**config.mk**
```make
export PLATFORM = sky130hd
export DESIGN_NAME = uart_receiver_flat
export DESIGN_NICKNAME = d
export VERILOG_FILES = /design/src/rtl/uart_receiver_if.sv /design/src/rtl/uart_receiver.sv /design/src/flat_wrapper.sv
export SDC_FILE = /design/constraint.sdc
export NUM_CORES = 1
export LEC_CHECK = 0
export ABC_CLOCK_PERIOD_IN_PS = 2600
export CAP_MARGIN = 10
export CORE_ASPECT_RATIO = 1.4
export CORE_MARGIN = 4
export CORE_UTILIZATION = 45
export CTS_BUF_LIST = sky130_fd_sc_hd__clkbuf_4 sky130_fd_sc_hd__clkbuf_8
export DETAILED_ROUTE_END_ITERATION = 10
export MAX_ROUTING_LAYER = met4
export PLACE_DENSITY = 0.65
export SLEW_MARGIN = 20
export SYNTH_ARGS = -nofsm -noshare
export SYNTH_HDL_FRONTEND = slang
export SYNTH_SLANG_ARGS = --single-unit
```
**constraint.sdc**
```tcl
create_clock -name i_clk -period 2.6 [get_ports i_clk]
set_input_delay 0.52 -clock i_clk [delete_from_list [all_inputs] [get_ports i_clk]]
set_output_delay 0.52 -clock i_clk [all_outputs]
set_load 0.01 [all_outputs]
```
**src/rtl/uart_receiver_if.sv**
```systemverilog
// Serial-in / parallel-out bundle between the UART receiver and its consumer.
// The master modport is the receiver side; the slave modport is the board-side consumer.
interface uart_receiver_if #(
  parameter int WORD_SIZE = 8
);
  logic                 i_rx;
  logic [WORD_SIZE-1:0] o_data_out;
  logic                 o_data_DV;
  logic                 o_busy;
  logic                 o_frame_err;
  logic [3:0]           debug;

  modport master (
    input  i_rx,
    output o_data_out, o_data_DV, o_busy, o_frame_err, debug
  );

  modport slave (
    output i_rx,
    input  o_data_out, o_data_DV, o_busy, o_frame_err, debug
  );
endinterface

```
**src/rtl/uart_receiver.sv**
```systemverilog
// 8N1 UART receiver: 2-flop input synchroniser, mid-bit sampling FSM, one-cycle data-valid
// and framing-error strobes, and a BREAK state that holds off while the line stays low.
//
// state   | meaning
// --------+-------------------------------------------------------------
// S_IDLE  | line idle, waiting for a falling edge on rx_s
// S_START | timing to the middle of the start bit, rejecting glitches
// S_DATA  | sampling WORD_SIZE data bits mid-bit, LSB first
// S_STOP  | sampling the stop bit; good frame -> DV, low stop -> frame error
// S_BREAK | stop bit was low; wait for the line to be released
module uart_receiver #(
  parameter int CLKS_PER_BIT = 434,
  parameter int WORD_SIZE    = 8
) (
  input  logic            i_clk,
  input  logic            i_rst_n,
  uart_receiver_if.master bus
);
  localparam int CNT_W = $clog2(CLKS_PER_BIT);
  localparam int IDX_W = (WORD_SIZE > 1) ? $clog2(WORD_SIZE) : 1;
  localparam logic [CNT_W-1:0] HALF_M1  = CNT_W'(CLKS_PER_BIT / 2 - 1);
  localparam logic [CNT_W-1:0] BIT_M1   = CNT_W'(CLKS_PER_BIT - 1);
  localparam logic [IDX_W-1:0] LAST_IDX = IDX_W'(WORD_SIZE - 1);

  typedef enum logic [3:0] {
    S_IDLE  = 4'd0,
    S_START = 4'd1,
    S_DATA  = 4'd2,
    S_STOP  = 4'd3,
    S_BREAK = 4'd4
  } state_t;

  logic                 r_rx_meta;
  logic                 r_rx_s;
  state_t               r_state;
  logic [CNT_W-1:0]     r_clk_cnt;
  logic [IDX_W-1:0]     r_bit_idx;
  logic [WORD_SIZE-1:0] r_shift;
  logic [WORD_SIZE-1:0] r_data_out;
  logic                 r_dv;
  logic                 r_ferr;

  state_t               w_state_nxt;
  logic [CNT_W-1:0]     w_clk_cnt_nxt;
  logic [IDX_W-1:0]     w_bit_idx_nxt;
  logic [WORD_SIZE-1:0] w_shift_nxt;
  logic [WORD_SIZE-1:0] w_data_nxt;
  logic                 w_dv_nxt;
  logic                 w_ferr_nxt;

  always_comb begin
    w_state_nxt   = r_state;
    w_clk_cnt_nxt = r_clk_cnt;
    w_bit_idx_nxt = r_bit_idx;
    w_shift_nxt   = r_shift;
    w_data_nxt    = r_data_out;
    w_dv_nxt      = 1'b0;
    w_ferr_nxt    = 1'b0;
    case (r_state)
      S_IDLE: begin
        w_clk_cnt_nxt = '0;
        w_bit_idx_nxt = '0;
        if (!r_rx_s) begin
          w_state_nxt   = S_START;
          // the detecting IDLE cycle counts as cycle 0 of the start bit
          w_clk_cnt_nxt = CNT_W'(1);
        end
      end
      S_START: begin
        if (r_clk_cnt == HALF_M1) begin
          w_clk_cnt_nxt = '0;
          w_state_nxt   = r_rx_s ? S_IDLE : S_DATA;
        end else begin
          w_clk_cnt_nxt = r_clk_cnt + CNT_W'(1);
        end
      end
      S_DATA: begin
        if (r_clk_cnt == BIT_M1) begin
          w_clk_cnt_nxt          = '0;
          w_shift_nxt[r_bit_idx] = r_rx_s;
          if (r_bit_idx == LAST_IDX) begin
            w_bit_idx_nxt = '0;
            w_state_nxt   = S_STOP;
          end else begin
            w_bit_idx_nxt = r_bit_idx + IDX_W'(1);
          end
        end else begin
          w_clk_cnt_nxt = r_clk_cnt + CNT_W'(1);
        end
      end
      S_STOP: begin
        if (r_clk_cnt == BIT_M1) begin
          w_clk_cnt_nxt = '0;
          if (r_rx_s) begin
            w_data_nxt  = r_shift;
            w_dv_nxt    = 1'b1;
            w_state_nxt = S_IDLE;
          end else begin
            w_ferr_nxt  = 1'b1;
            w_state_nxt = S_BREAK;
          end
        end else begin
          w_clk_cnt_nxt = r_clk_cnt + CNT_W'(1);
        end
      end
      S_BREAK: begin
        w_clk_cnt_nxt = '0;
        w_bit_idx_nxt = '0;
        if (r_rx_s) w_state_nxt = S_IDLE;
      end
      default: begin
        w_state_nxt   = S_IDLE;
        w_clk_cnt_nxt = '0;
        w_bit_idx_nxt = '0;
      end
    endcase
  end

  always_ff @(posedge i_clk) begin
    if (!i_rst_n) begin
      r_rx_meta  <= 1'b1;
      r_rx_s     <= 1'b1;
      r_state    <= S_IDLE;
      r_clk_cnt  <= '0;
      r_bit_idx  <= '0;
      r_shift    <= '0;
      r_data_out <= '0;
      r_dv       <= 1'b0;
      r_ferr     <= 1'b0;
    end else begin
      r_rx_meta  <= bus.i_rx;
      r_rx_s     <= r_rx_meta;
      r_state    <= w_state_nxt;
      r_clk_cnt  <= w_clk_cnt_nxt;
      r_bit_idx  <= w_bit_idx_nxt;
      r_shift    <= w_shift_nxt;
      r_data_out <= w_data_nxt;
      r_dv       <= w_dv_nxt;
      r_ferr     <= w_ferr_nxt;
    end
  end

  assign bus.o_data_out  = r_data_out;
  assign bus.o_data_DV   = r_dv;
  assign bus.o_frame_err = r_ferr;
  assign bus.o_busy      = (r_state != S_IDLE);
  assign bus.debug       = r_state;
endmodule

```
**src/flat_wrapper.sv**
```systemverilog
// flat-port wrapper written by rule: the top's interface ports become plain ports
module uart_receiver_flat 
#(
  parameter int CLKS_PER_BIT = 434,
  parameter int WORD_SIZE    = 8
)
  (i_clk, i_rst_n, bus_i_rx, bus_o_data_out, bus_o_data_DV, bus_o_busy, bus_o_frame_err, bus_debug);
  uart_receiver_if #(.WORD_SIZE(WORD_SIZE)) bus_i ();
  input  logic i_clk;
  input  logic i_rst_n;
  input wire logic [$bits(bus_i.i_rx)-1:0] bus_i_rx;
  output wire logic [$bits(bus_i.o_data_out)-1:0] bus_o_data_out;
  output wire logic [$bits(bus_i.o_data_DV)-1:0] bus_o_data_DV;
  output wire logic [$bits(bus_i.o_busy)-1:0] bus_o_busy;
  output wire logic [$bits(bus_i.o_frame_err)-1:0] bus_o_frame_err;
  output wire logic [$bits(bus_i.debug)-1:0] bus_debug;
  assign bus_i.i_rx = bus_i_rx;
  assign bus_o_data_out = bus_i.o_data_out;
  assign bus_o_data_DV = bus_i.o_data_DV;
  assign bus_o_busy = bus_i.o_busy;
  assign bus_o_frame_err = bus_i.o_frame_err;
  assign bus_debug = bus_i.debug;
  uart_receiver #(.CLKS_PER_BIT(CLKS_PER_BIT), .WORD_SIZE(WORD_SIZE)) u_core (.i_clk(i_clk), .i_rst_n(i_rst_n), .bus(bus_i));
endmodule
```
======== Word level (Yosys, flattened, before mapping) ========
Cells that the tools add are included.
operators by class
  add/subtract/negate cells ............... 2
  $lt $le $gt $ge ......................... 2
  equal/unequal tests ..................... 13
  mux-type cells .......................... 21
  bitwise logic cells ..................... 1
  reductions and logical operators ........ 10
operators with widths
  operator                                                                 count
  9-bit case mux with 3 select lines                                       1
  4-bit two-way mux                                                        6
  4-bit case mux with 5 select lines                                       1
  9-bit two-way mux                                                        2
  2-bit by 1-bit inequality test with 1-bit output, second input constant  5
  9-bit by 1-bit adder with 9-bit output, second input constant            1
  9-bit by 8-bit == test with 1-bit output, second input constant          1
  9-bit == test, second input constant                                     1
  3-bit two-way mux                                                        3
  8-bit bitwise mux                                                        1
  4-bit by 2-bit == test with 1-bit output, second input constant          2
  3-bit case mux with 2 select lines                                       1
  3-bit AND reduction                                                      2
  6-bit AND reduction                                                      1
  4-bit by 1-bit == test with 1-bit output, second input constant          1
  4-bit by 3-bit == test with 1-bit output, second input constant          1
  4-bit logical NOT                                                        1
  3-bit by 4-bit < comparator with 1-bit output, second input constant     1
  1-bit two-way mux                                                        4
  2-bit AND reduction                                                      2
  4-bit nonzero test                                                       1
  2-bit OR reduction                                                       2
  3-bit by 1-bit adder with 3-bit output, second input constant            1
  1-bit demux with 3-bit select                                            1
  other kinds (6)                                                          6
storage, ports and cells
  bits in registers ....................... 36
  bits of input ports ..................... 3
  output and inout bits ................... 15

======== Longest topological paths before layout ========
  depth in word-level cells ............... 5
  gate-level depth with buffers ........... 8
  mapped depth without buffers ............ 7

======== Worst setup path after synthesis ========
Ideal clock, no wire load.
  path type ............................... reg2reg
  start ................................... register u_core.r_clk_cnt[1]
  end ..................................... register u_core.r_data_out[0] (netlist: u_core.bus.o_data_out[0])
  arrival time ............................ 1.448 ns
  data required time ...................... 2.484 ns
  setup slack ............................. 1.036 ns
  cell stages (with the launch flop) ...... 9
  path buffers ............................ 1
  period minus slack after synthesis ...... 1.564 ns
  cell sequence ........................... dfxtp_1 -> inv_1 -> ha_1 -> nand4bb_4 -> nor3_4 -> and3_4 -> buf_12 -> mux2i_1 -> nor2b_1
on the way
  word-level cells in the longest chain between the ends .. 2
RTL lines
  item                           line                  text
  from (decl)                    uart_receiver.sv:36   logic [CNT_W-1:0] r_clk_cnt;
  from (signal assigned)         uart_receiver.sv:134  r_clk_cnt <= w_clk_cnt_nxt;
  9-bit == test                  uart_receiver.sv:92   if (r_clk_cnt == BIT_M1) begin
  3-bit AND reduction (no line)  -
  to (signal assigned)           uart_receiver.sv:137  r_data_out <= w_data_nxt;
  to (decl)                      uart_receiver.sv:39   logic [WORD_SIZE-1:0] r_data_out;
Every way passes these cells.
A chain may end at the register's enable or synchronous reset.

======== Worst setup path after layout ========
  start ................................... register u_core.r_state[0] (netlist: u_core.bus.debug[0])
  end ..................................... output bus_o_busy
on the way
  word-level cells in the longest chain between the ends .. 1
RTL lines
  item                    line                  text
  from (decl)             uart_receiver.sv:35   state_t r_state;
  from (signal assigned)  uart_receiver.sv:133  r_state <= w_state_nxt;
  4-bit nonzero test      uart_receiver.sv:146  assign bus.o_busy = (r_state != S_IDLE);
  to (decl)               flat_wrapper.sv:14    output wire logic [$bits(bus_i.o_busy)-1:0] bus_o_busy;
Every way passes these cells.

==> impl_metrics.yaml <==
pwr:
  internal_power_component_uw: 747
  pwr-share-clk: 0.377
  irDropWorstVdd_mv: 0.390
  power_switching_uw: 198
  report.power.total_uw: 945
  switching_share: 0.209
  power.density_cell_area_mw_per_mm2: 504
  static-leakage-power_nw: 0.673
  comb_power_share: 0.046
  sequentialPowerShare: 0.578
critical_path:
  cp-startpoint: "u_core.bus.debug[0]$_SDFFE_PN0P_"
  rrSetupSlack_ns: 0.84
  setup.worst_path.class: "flop to primary output"
  path_cells: "or3_1, clkdlybuf4s50_1"
  path_max_fanout: 15
  reg2reg_to: "u_core.r_shift[0]$_SDFFE_PN0P_"
  critPathCaptureType: "primary output"
  r2r.worst_path.cells: 6
  crit_path_end: "bus_o_busy"
  cp_slowest_stage_delay_ns: 0.48
  worst_path_max_delay_cell: "sky130_fd_sc_hd__clkdlybuf4s50_1"
  worstPathRequired_ns: 2.08
  timing.rr.start: "u_core.r_clk_cnt[0]$_SDFF_PN0_"
  worstPathArrival_ns: 1.60
  start_kind: "flop"
grt:
  grt_pass1_wl_microns: 4940
  number_of_global_route_vias_before_repair: 1176
  grt_usage: 0.144
  largest_net_degree_at_the_start_of_global_routing: 19
  number_of_antenna_violations_at_the_first_check_in_global_routing: 0
  globalRoute.totalOverflow: 0
clocking:
  cts_sink_cnt: 35
  h_tree_depth: 2
  cts.path.max_buffers: 2
  postCtsHoldBufs: 0
  worst_skew_pair.late_latency_ns: 0.28
  tritoncts.num_buffers: 5
  post_cts.resized_instances: 0
  clock_slew_at_reported_path_ffs_ns: 0.06
  clockRootBuffer: "sky130_fd_sc_hd__clkbuf_8"
  post-cts-setup-buffers: 0
  cts_tree: "yes"
cells_and_area:
  layout-area-overhead-vs-synth_pct: 14.5
  final_layout_size_suffix_gt1_frac: 0.0973
  final_core_util: 0.545
  num_antenna_cells: 0
  final_net_count: 194
  most-common-layout-cells: "sky130_fd_sc_hd__dfxtp_1, sky130_fd_sc_hd__nand2_1, sky130_fd_sc_hd__clkdlybuf4s50_1"
  final_common_cell: "sky130_fd_sc_hd__dfxtp_1"
timing:
  timing.fmax_mhz: 471
  drv_slew: 0
  max_slew_margin: 0.628
  finalHoldViolCount: 0
  grt_setup_unrepaired: "no"
  fin_crit_ns: 2.12
  setup_violation_total_in_the_final_timing_report: 0
  timing.clock.skew_ns: 0.00499
  setup_tns_after_final_layout_ns: 0
  min_period_over_period: 0.816
  minimum_setup_slack_in_the_final_design_ns: 0.478
  worst_pin_slew_ns: 0.553
logic_synthesis:
  synth_sequential_area_ratio: 0.428
  synth.lib_cells_used.distinct: 44
  netlist_instances: 171
  number_of_register_bits_inferred_by_synthesis: 35
  syn-mean-instance-area_sq_um: 9.57
  syn_area_sq_mm: 0.00164
  synth.yosys.warnings: 0
  syn_nets: 179
floorplanning:
  fp.dieW_microns: 59.0
  die-area_sq_mm: 0.00468
  die_height_microns: 79.4
  fp-row-count: 25
  core_ar_sq_mm: 0.00344
  start_util: 0.476
  number_of_top_level_pins: 18
job:
  max-cap-violations: 0
worst_hold_path:
  min_path_type: "flop to flop"
  whs_path_depth: 1
drt:
  wire_per_inst_microns: 12.7
  drc_errors: 0
  route.vias.total: 1213
  drt_first_iter_violations: 20
  drt-vias-per-instance: 5.39
  drt_pre_antenna_iters: 4
  drt.antenna.violating_nets: 0
  total_wirelength_of_the_detailed_routed_design_microns: 2870
run_status:
  run_status: "finished clean"
placement:
  post-place-ws_ns: 0.547
  port-buffer-count: 16
  dpl.hpwl_microns: 2200
  gp_congestion: 0.749
==> layer usage <==
layer / GRT usage / vias up / wire length (microns)
li1: - / 617 / -
met1: 0.133 / 567 / 1110
met2: 0.254 / 22 / 1580
met3: 0.0488 / 7 / 96
met4: 0.0771 / 0 / 77
met5: - / - / 0
==> flip-flops by register name (all words and copies together) (netlist names) <==
signal                  count
u_core.r_rx_s               1
u_core.bus.o_data_DV        1
u_core.r_bit_idx            3
u_core.r_shift              8
u_core.r_rx_meta            1
u_core.r_clk_cnt            9
u_core.bus.debug            3
u_core.bus.o_frame_err      1
u_core.bus.o_data_out       8
==> through the flow <==
| step | std cells | instance area, sq um | hold WS (ns) |
|---|---|---|---|
| 2_1_floorplan | 171 | 1640 | 0.386 |
| 3_3_place_gp | 219 | 1800 | 0.389 |
| 3_5_place_dp | 219 | 1800 | 0.392 |
| 4_1_cts | 225 | 1870 | 0.406 |
| 5_1_grt | 225 | 1870 | 0.439 |
| 6_report | 225 | 1870 | 0.405 |
==> worst min-delay path by stage <==
stage                                start                  endpoint
2_1_floorplan  u_core.r_rx_meta$_SDFF_PN1_  u_core.r_rx_s$_SDFF_PN1_
3_3_place_gp   u_core.r_rx_meta$_SDFF_PN1_  u_core.r_rx_s$_SDFF_PN1_
5_1_grt        u_core.r_rx_meta$_SDFF_PN1_  u_core.r_rx_s$_SDFF_PN1_
3_5_place_dp   u_core.r_rx_meta$_SDFF_PN1_  u_core.r_rx_s$_SDFF_PN1_
4_1_cts        u_core.r_rx_meta$_SDFF_PN1_  u_core.r_rx_s$_SDFF_PN1_
6_report       u_core.r_rx_meta$_SDFF_PN1_  u_core.r_rx_s$_SDFF_PN1_
==> critical path: cells and delay by family (launching register included) <==
family / cells / cell delay (ns)
flops: 1 / 0.44
simple gates: 1 / 0.40
buf+inv: 1 / 0.48
==> power by group through the flow <==
| stage | sequential, mW | combinational, mW | clock [mW] |
|---|---|---|---|
| floorplan | 0.555 | 0.0328 | 0 |
| global placement | 0.558 | 0.0429 | 0 |
| detailed placement | 0.558 | 0.0437 | 0 |
| CTS | 0.546 | 0.0439 | 0.371 |
| global route | 0.546 | 0.0481 | 0.395 |
| finish | 0.546 | 0.0433 | 0.356 |
==> logic make-up after synthesis <==
family          synth area share
fa+ha+maj                 0.0382
other cells              0.00229
xor+xnor                  0.0375
mux                       0.0734
simple gates               0.304
flops                      0.428
buf+inv                   0.0390
compound gates            0.0772
==> cell usage after synthesis <==
master / n / area [sq um]
sky130_fd_sc_hd__dfxtp_1: 35 / 701
sky130_fd_sc_hd__nand2_1: 16 / 60.1
sky130_fd_sc_hd__nor2b_1: 14 / 87.6
sky130_fd_sc_hd__nor2_1: 13 / 48.8
sky130_fd_sc_hd__mux2i_1: 12 / 120
sky130_fd_sc_hd__nand3_1: 7 / 35.0
sky130_fd_sc_hd__ha_1: 5 / 62.6
sky130_fd_sc_hd__nand4_1: 5 / 31.3
sky130_fd_sc_hd__and3_1: 4 / 25.0
sky130_fd_sc_hd__nand2b_1: 4 / 25.0
sky130_fd_sc_hd__o21ai_0: 4 / 20.0
sky130_fd_sc_hd__xnor2_1: 4 / 35.0
sky130_fd_sc_hd__a21boi_0: 3 / 22.5
sky130_fd_sc_hd__clkbuf_1: 3 / 11.3
sky130_fd_sc_hd__xor2_1: 3 / 26.3
sky130_fd_sc_hd__a21oi_1: 2 / 10.0
sky130_fd_sc_hd__and2_1: 2 / 12.5
sky130_fd_sc_hd__and3_2: 2 / 15.0
sky130_fd_sc_hd__buf_1: 2 / 7.51
sky130_fd_sc_hd__buf_2: 2 / 10.0
sky130_fd_sc_hd__inv_1: 2 / 7.51
sky130_fd_sc_hd__nand3b_1: 2 / 15.0
sky130_fd_sc_hd__nor4_1: 2 / 12.5
sky130_fd_sc_hd__o211ai_1: 2 / 15.0
sky130_fd_sc_hd__o31ai_1: 2 / 15.0
sky130_fd_sc_hd__a211o_1: 1 / 8.76
sky130_fd_sc_hd__a31o_1: 1 / 8.76
sky130_fd_sc_hd__and3_4: 1 / 11.3
sky130_fd_sc_hd__buf_12: 1 / 20.0
sky130_fd_sc_hd__buf_4: 1 / 7.51
sky130_fd_sc_hd__conb_1: 1 / 3.75
sky130_fd_sc_hd__nand2b_4: 1 / 13.8
sky130_fd_sc_hd__nand4b_2: 1 / 15.0
sky130_fd_sc_hd__nand4bb_4: 1 / 27.5
sky130_fd_sc_hd__nor2_2: 1 / 6.26
sky130_fd_sc_hd__nor3_1: 1 / 5.00
sky130_fd_sc_hd__nor3_4: 1 / 16.3
sky130_fd_sc_hd__nor3b_1: 1 / 7.51
sky130_fd_sc_hd__nor4_2: 1 / 12.5
sky130_fd_sc_hd__o21ai_1: 1 / 5.00
sky130_fd_sc_hd__o21ai_2: 1 / 8.76
sky130_fd_sc_hd__o31ai_2: 1 / 12.5
sky130_fd_sc_hd__or3_1: 1 / 6.26
sky130_fd_sc_hd__or3b_1: 1 / 8.76
==> cell type report <==
cell class	instances	area (sq um)
Fill cell	349	1570
Multi-Input combinational cell	125	872
Sequential cell	35	701
Timing Repair Buffer	17	168
Clock buffer	6	76.3
Tap cell	40	50.0
Inverter	2	7.51
(Power assumes the default switching activity.)
